<file path="src/rtl/pipe_cla_pkg.sv">
// Shared constants and types for the pipelined carry-lookahead adder.
// The group width is fixed at 4 bits; the op enum selects add or subtract.
package pipe_cla_pkg;

   localparam int CLA_GRP = 4;

   typedef enum logic {
      OP_ADD = 1'b0,
      OP_SUB = 1'b1
   } op_e;

   // Carry out of a lookahead group from its propagate/generate pair.
   function automatic logic groupCarry(input logic p, input logic g, input logic ci);
      return g | (p & ci);
   endfunction

endpackage

</file>
<file path="src/rtl/cla_group4.sv">
// 4-bit carry-lookahead group: sum bits plus group propagate/generate,
// so the enclosing slice can ripple carries group to group.
module cla_group4
   import pipe_cla_pkg::*;
(
   input  logic [CLA_GRP-1:0] i_a,
   input  logic [CLA_GRP-1:0] i_b,
   input  logic               i_ci,
   output logic [CLA_GRP-1:0] o_s,
   output logic               o_p,
   output logic               o_g
);

   logic [CLA_GRP-1:0] w_p;
   logic [CLA_GRP-1:0] w_g;
   logic [CLA_GRP-1:0] w_c;

   assign w_p = i_a ^ i_b;
   assign w_g = i_a & i_b;

   // Every internal carry is a flat two-level function of the group inputs.
   assign w_c[0] = i_ci;
   assign w_c[1] = w_g[0] | (w_p[0] & i_ci);
   assign w_c[2] = w_g[1] | (w_p[1] & w_g[0]) | (w_p[1] & w_p[0] & i_ci);
   assign w_c[3] = w_g[2] | (w_p[2] & w_g[1]) | (w_p[2] & w_p[1] & w_g[0])
                 | (w_p[2] & w_p[1] & w_p[0] & i_ci);

   assign o_s = w_p ^ w_c;
   assign o_p = &w_p;
   assign o_g = w_g[3] | (w_p[3] & w_g[2]) | (w_p[3] & w_p[2] & w_g[1])
              | (w_p[3] & w_p[2] & w_p[1] & w_g[0]);

endmodule

</file>
<file path="src/rtl/pipe_cla_adder.sv">
// Pipelined CLA adder/subtractor: one carry slice per stage, global-advance flow control.
// Define PIPE_CLA_OVF_EN to add the registered signed-overflow output ovf.
module pipe_cla_adder
   import pipe_cla_pkg::*;
#(
   parameter int WIDTH  = 64,
   parameter int STAGES = 4
) (
   input  logic             clk,
   input  logic             rst,
   input  logic [WIDTH-1:0] a,
   input  logic [WIDTH-1:0] b,
   input  logic             cin,
   input  logic             sub,
   input  logic             in_valid,
   output logic             in_ready,
   output logic [WIDTH-1:0] sum,
   output logic             cout,
   output logic             out_valid,
   input  logic             out_ready
`ifdef PIPE_CLA_OVF_EN
   ,
   output logic             ovf
`endif
);

   localparam int SLICE_W = WIDTH / STAGES;
   localparam int GPS     = SLICE_W / CLA_GRP;
   localparam int NUM_GRP = WIDTH / CLA_GRP;

   if ((STAGES < 1) || (WIDTH % STAGES != 0) || (SLICE_W % CLA_GRP != 0) || (SLICE_W == 0)) begin : g_badParams
      $error("pipe_cla_adder: WIDTH must split into STAGES equal slices that are multiples of 4 bits");
   end

   op_e              w_op;
   logic [WIDTH-1:0] w_bIn;
   logic             w_cIn;
   logic             w_advance;

   logic [WIDTH-1:0] r_a   [STAGES];
   logic [WIDTH-1:0] r_b   [STAGES];
   logic [WIDTH-1:0] r_sum [STAGES];
   logic             r_c   [STAGES];
   logic [STAGES-1:0] r_vld;

   logic [WIDTH-1:0] w_opA     [STAGES];
   logic [WIDTH-1:0] w_opB     [STAGES];
   logic             w_sliceCi [STAGES];
   logic [STAGES-1:0] w_sliceCo;
   logic [WIDTH-1:0] w_grpSum;
   logic [NUM_GRP-1:0] w_grpP;
   logic [NUM_GRP-1:0] w_grpG;
   logic [NUM_GRP-1:0] w_grpCi;
   logic [NUM_GRP-1:0] w_grpCo;

   // Subtraction is a + ~b + 1; the external carry-in only matters when adding.
   assign w_op      = op_e'(sub);
   assign w_bIn     = (w_op == OP_SUB) ? ~b : b;
   assign w_cIn     = (w_op == OP_SUB) ? 1'b1 : cin;
   assign w_advance = !r_vld[STAGES-1] || out_ready;
   assign in_ready  = w_advance && !rst;

   for (genvar k = 0; k < STAGES; k++) begin : g_stageSrc
      if (k == 0) begin : g_first
         assign w_opA[k]     = a;
         assign w_opB[k]     = w_bIn;
         assign w_sliceCi[k] = w_cIn;
      end else begin : g_rest
         assign w_opA[k]     = r_a[k-1];
         assign w_opB[k]     = r_b[k-1];
         assign w_sliceCi[k] = r_c[k-1];
      end
      assign w_sliceCo[k] = w_grpCo[k*GPS + GPS - 1];
   end

   // Each group draws its operands from the stage that owns its slice.
   for (genvar g = 0; g < NUM_GRP; g++) begin : g_grp
      localparam int K = g / GPS;
      if (g % GPS == 0) begin : g_sliceHead
         assign w_grpCi[g] = w_sliceCi[K];
      end else begin : g_sliceBody
         assign w_grpCi[g] = w_grpCo[g-1];
      end
      cla_group4 u_grp (
         .i_a  (w_opA[K][g*CLA_GRP +: CLA_GRP]),
         .i_b  (w_opB[K][g*CLA_GRP +: CLA_GRP]),
         .i_ci (w_grpCi[g]),
         .o_s  (w_grpSum[g*CLA_GRP +: CLA_GRP]),
         .o_p  (w_grpP[g]),
         .o_g  (w_grpG[g])
      );
      assign w_grpCo[g] = groupCarry(w_grpP[g], w_grpG[g], w_grpCi[g]);
   end

   function automatic logic [WIDTH-1:0] sliceMask(input int k);
      return WIDTH'({SLICE_W{1'b1}}) << (k * SLICE_W);
   endfunction

   // The whole pipe moves together; a stalled consumer freezes every stage.
   always_ff @(posedge clk) begin
      if (rst) begin
         r_vld <= '0;
         for (int k = 0; k < STAGES; k++) begin
            r_a[k]   <= '0;
            r_b[k]   <= '0;
            r_sum[k] <= '0;
            r_c[k]   <= 1'b0;
         end
      end else if (w_advance) begin
         r_vld[0] <= in_valid;
         r_a[0]   <= a;
         r_b[0]   <= w_bIn;
         r_sum[0] <= w_grpSum & sliceMask(0);
         r_c[0]   <= w_sliceCo[0];
         for (int k = 1; k < STAGES; k++) begin
            r_vld[k] <= r_vld[k-1];
            r_a[k]   <= r_a[k-1];
            r_b[k]   <= r_b[k-1];
            r_sum[k] <= (r_sum[k-1] & ~sliceMask(k)) | (w_grpSum & sliceMask(k));
            r_c[k]   <= w_sliceCo[k];
         end
      end
   end

`ifdef PIPE_CLA_OVF_EN
   logic r_ovf;

   // Carry into the MSB is recovered as a ^ b ^ sum at that bit.
   always_ff @(posedge clk) begin
      if (rst) begin
         r_ovf <= 1'b0;
      end else if (w_advance) begin
         r_ovf <= w_opA[STAGES-1][WIDTH-1] ^ w_opB[STAGES-1][WIDTH-1]
                ^ w_grpSum[WIDTH-1] ^ w_sliceCo[STAGES-1];
      end
   end

   assign ovf = r_ovf;
`endif

   assign sum       = r_sum[STAGES-1];
   assign cout      = r_c[STAGES-1];
   assign out_valid = r_vld[STAGES-1];

endmodule

</file>
<file path="config.mk">
export PLATFORM = sky130hd
export DESIGN_NAME = pipe_cla_adder
export DESIGN_NICKNAME = d
export VERILOG_FILES = /design/src/rtl/pipe_cla_pkg.sv /design/src/rtl/cla_group4.sv /design/src/rtl/pipe_cla_adder.sv
export SDC_FILE = /design/constraint.sdc
export NUM_CORES = 1
export LEC_CHECK = 0
export CORE_ASPECT_RATIO = 1.75
export CORE_MARGIN = 2
export CORE_UTILIZATION = 25
export DETAILED_ROUTE_END_ITERATION = 8
export PLACE_DENSITY = 0.45
export SYNTH_ARGS = -nofsm -noshare
export SYNTH_HDL_FRONTEND = slang
export SYNTH_SLANG_ARGS = --single-unit
</file>
<file path="constraint.sdc">
create_clock -name clk -period 10.5 [get_ports clk]
set_clock_uncertainty 0.1 [all_clocks]
set_input_delay 2.1 -clock clk [delete_from_list [all_inputs] [get_ports clk]]
set_output_delay 2.1 -clock clk [all_outputs]
set_load 0.05 [all_outputs]
</file>
==> impl_metrics.ini <==
[run_status]
status = complete, no violations

[worst_hold_path]
hp-class = flip-flop to flip-flop
holdPathStages = 2
hold_end = r_vld[2]
worst_hold_startpoint = r_vld[1]

[placed_design]
place_ws_ns = 3.50
hpwl_um = 22100
io_buffers = 200
globalplace.congestion = 0.749
numPlacedInstances = 2144

[synthesis]
synth_cell_types = 54
synth_cells = 1172
synth_edf_count = 356
ys_seq_area_share_pct = 66.2
synth_ff_type = edfxtp_1
synth_fp_nets = 1386
synth_warnings = 0
ys_async_sr_fraction_pct = 0
syn_area_um2 = 16300
ys_ff_latch = 360
avgSynthCellArea_um2 = 13.9

[floorplan]
die_x_um = 197
die-area_um2 = 67200
rows = 123
initial_core_util_pct = 25.3
die_h_um = 341
core_area_um2 = 64300
io-pin-count = 201

[critical_path]
cp-end-kind = output pin
worstReg2RegStart = r_b[0][16]
cp.required_ns = 8.30
regToRegEndpoint = r_sum[1][29]
crit_type = input port to output pin
cp-start-kind = input port
r2r_setup_slack_ns = 7.48
critical_path_peak_fanout = 138
worst-r2r-cell-count = 9
crit_arrival_ns = 4.69

[power_and_ir_drop]
cellLeakagePower_nw = 8.33
peakVddDrop_mv = 0.0883
power.density_nw_per_um2 = 175

[flow_run]
max_cap_violations = 0

[clock_network]
cts.sinks = 360
root_buffer = clkbuf_16
cts_tree = yes
clk_latency_ns = 0.54
cts_hold_buf = 0
postCtsSetupRepairBufs = 0
path_clk_slew_ns = 0.06
clockBufferDepth = 3
cts_made_buffers = 39
cts-resized-gates = 0
h-tree-depth = 2

[sta]
min_period_ns = 6.89
slew_headroom_pct = 35.9
tns_ns = 0
setup_viol = 0
final-hold-violation-count = 0
worst_slew_pin_slew_ns = 0.961
fin_crit_sh_pct = 65.6
worst_slack_ns = 3.61
rsz0062_at_grt = false
finalMaxSlewViolations = 0
fmax_mhz = 145

[cells_and_area]
num_antenna_cells = 0
fin_nets = 1587
fin_cells = 2214
final_layout_size_suffix_gt1_share_pct = 5.99
area_growth_pct = 26.6
fill_cells = 6454

[drt]
drtPass1Iterations = 4
wl_per_cell_um = 15.3
wirelength_um = 33800
drt-initial-drc-count = 305
antenna_left = 0
vias = 9128
vias_per_cell = 4.12
drc = 0

[global_routing]
grtUsageTotal_pct = 10.2
grt_pass1_wl_um = 53400
grt_max_degree = 151
grt_pass1_vias = 9744
antenna_found_initial = 2
grt-ovfl-total = 0
-- state kept, by name, summed over array words and instances, names as in the netlist --
name   count
r_a       96
r_sum    160
r_c        4
r_b       96
r_vld      4
-- placed cells by master (no fill, tap or decap), types with 9 or more instances in the layout --
cell type and n:
mux2i_1 10, and2_1 250, a21oi_1 27, nor3_1 17, clkbuf_16 41, a21o_1 14
edfxtp_1 356, nand2_1 33, nor2_1 97, xor2_1 31, fa_1 16, ha_1 64
nand2b_1 13, o21ai_1 9, inv_1 25, xnor2_1 61, clkdlybuf4s50_1 199
-- synthesized netlist by cell type, types with 6 or more instances --
cell type | count | area share, %
a21oi_1 | 27 | 0.83
ha_1 | 64 | 4.9
edfxtp_1 | 356 | 66
clkbuf_1 | 40 | 0.92
and2_1 | 250 | 9.6
mux2i_1 | 10 | 0.62
o21ai_1 | 9 | 0.28
xor2_1 | 31 | 1.7
o21bai_1 | 8 | 0.37
buf_1 | 8 | 0.18
o21a_1 | 8 | 0.37
nand2_1 | 33 | 0.76
and3_1 | 6 | 0.23
nand3_1 | 7 | 0.22
o31ai_1 | 7 | 0.32
nor3_1 | 17 | 0.52
fa_1 | 16 | 2.0
inv_1 | 26 | 0.60
a21o_1 | 14 | 0.65
nor2_1 | 97 | 2.2
nand2b_1 | 14 | 0.54
xnor2_1 | 61 | 3.3
-- critical path: stages --
cell,delay [ns]
clkdlybuf4s50_1,0.45
nand2b_1,0.19
nand2b_4,0.37
inv_8,0.54
clkdlybuf4s50_1,0.92
-- metrics by stage --
step	instance area, um2	power, W	hold slack [ns]	utilization [%]
floorplan	16300	0.00199	0.326	-
global placement	19200	0.00213	0.343	29.8
detailed placement	19200	0.00213	0.347	29.8
CTS	20600	0.00367	0.357	32.0
global route	20600	0.00376	0.384	32.0
finish	20600	0.00360	0.356	32.0
-- cell families after synthesis --
family | after synthesis | synth area share (%)
AOI/OAI and AO/OA | 104 | 4.36
xor gates and xnor gates | 92 | 4.95
adders and majority gates | 80 | 6.89
buffers and inverters | 79 | 1.82
DFF | 360 | 66.2
muxes | 10 | 0.615
and+or+nand+nor | 447 | 15.1
-- how the worst max path moves through the flow --
stage / to / startpoint / depth (start not counted) / slack (ns)
2_1_floorplan: r_a[0][100] / out_ready / 3 / 0.50
3_3_place_gp: in_ready / out_ready / 5 / 3.52
3_5_place_dp: in_ready / out_ready / 5 / 3.50
4_1_cts: in_ready / out_ready / 5 / 3.50
5_1_grt: in_ready / out_ready / 5 / 3.36
6_report: in_ready / out_ready / 5 / 3.61
-- cell type report --
cell class | instances | area (um2) | share of cell area [%]
multi-input combinational | 733 | 5210 | 25.3
tap | 812 | 1020 | 4.93
sequential | 360 | 10800 | 52.3
inverter | 31 | 131 | 0.638
timing repair buffer | 208 | 2070 | 10.1
clock inverter | 22 | 320 | 1.56
clock buffer | 48 | 1070 | 5.21
-- routing by layer --
layer	share of wire, %	GRT usage, %	up-vias	wire [um]
met2	51	18.3	187	17300
li1	-	-	4517	-
met5	0.038	0	-	13
met1	41	11.9	4363	14000
met4	3.6	4.48	2	1230
met3	3.8	1.63	59	1290
-- where the power goes --
| group | total [W] | switching (W) | internal, W |
|---|---|---|---|
| Sequential | 0.00172 | 0.0000272 | 0.00169 |
| Clock | 0.00150 | 0.000577 | 0.000924 |
| Combinational | 0.000377 | 0.000207 | 0.000170 |
Power figures use the tool's default switching activity.
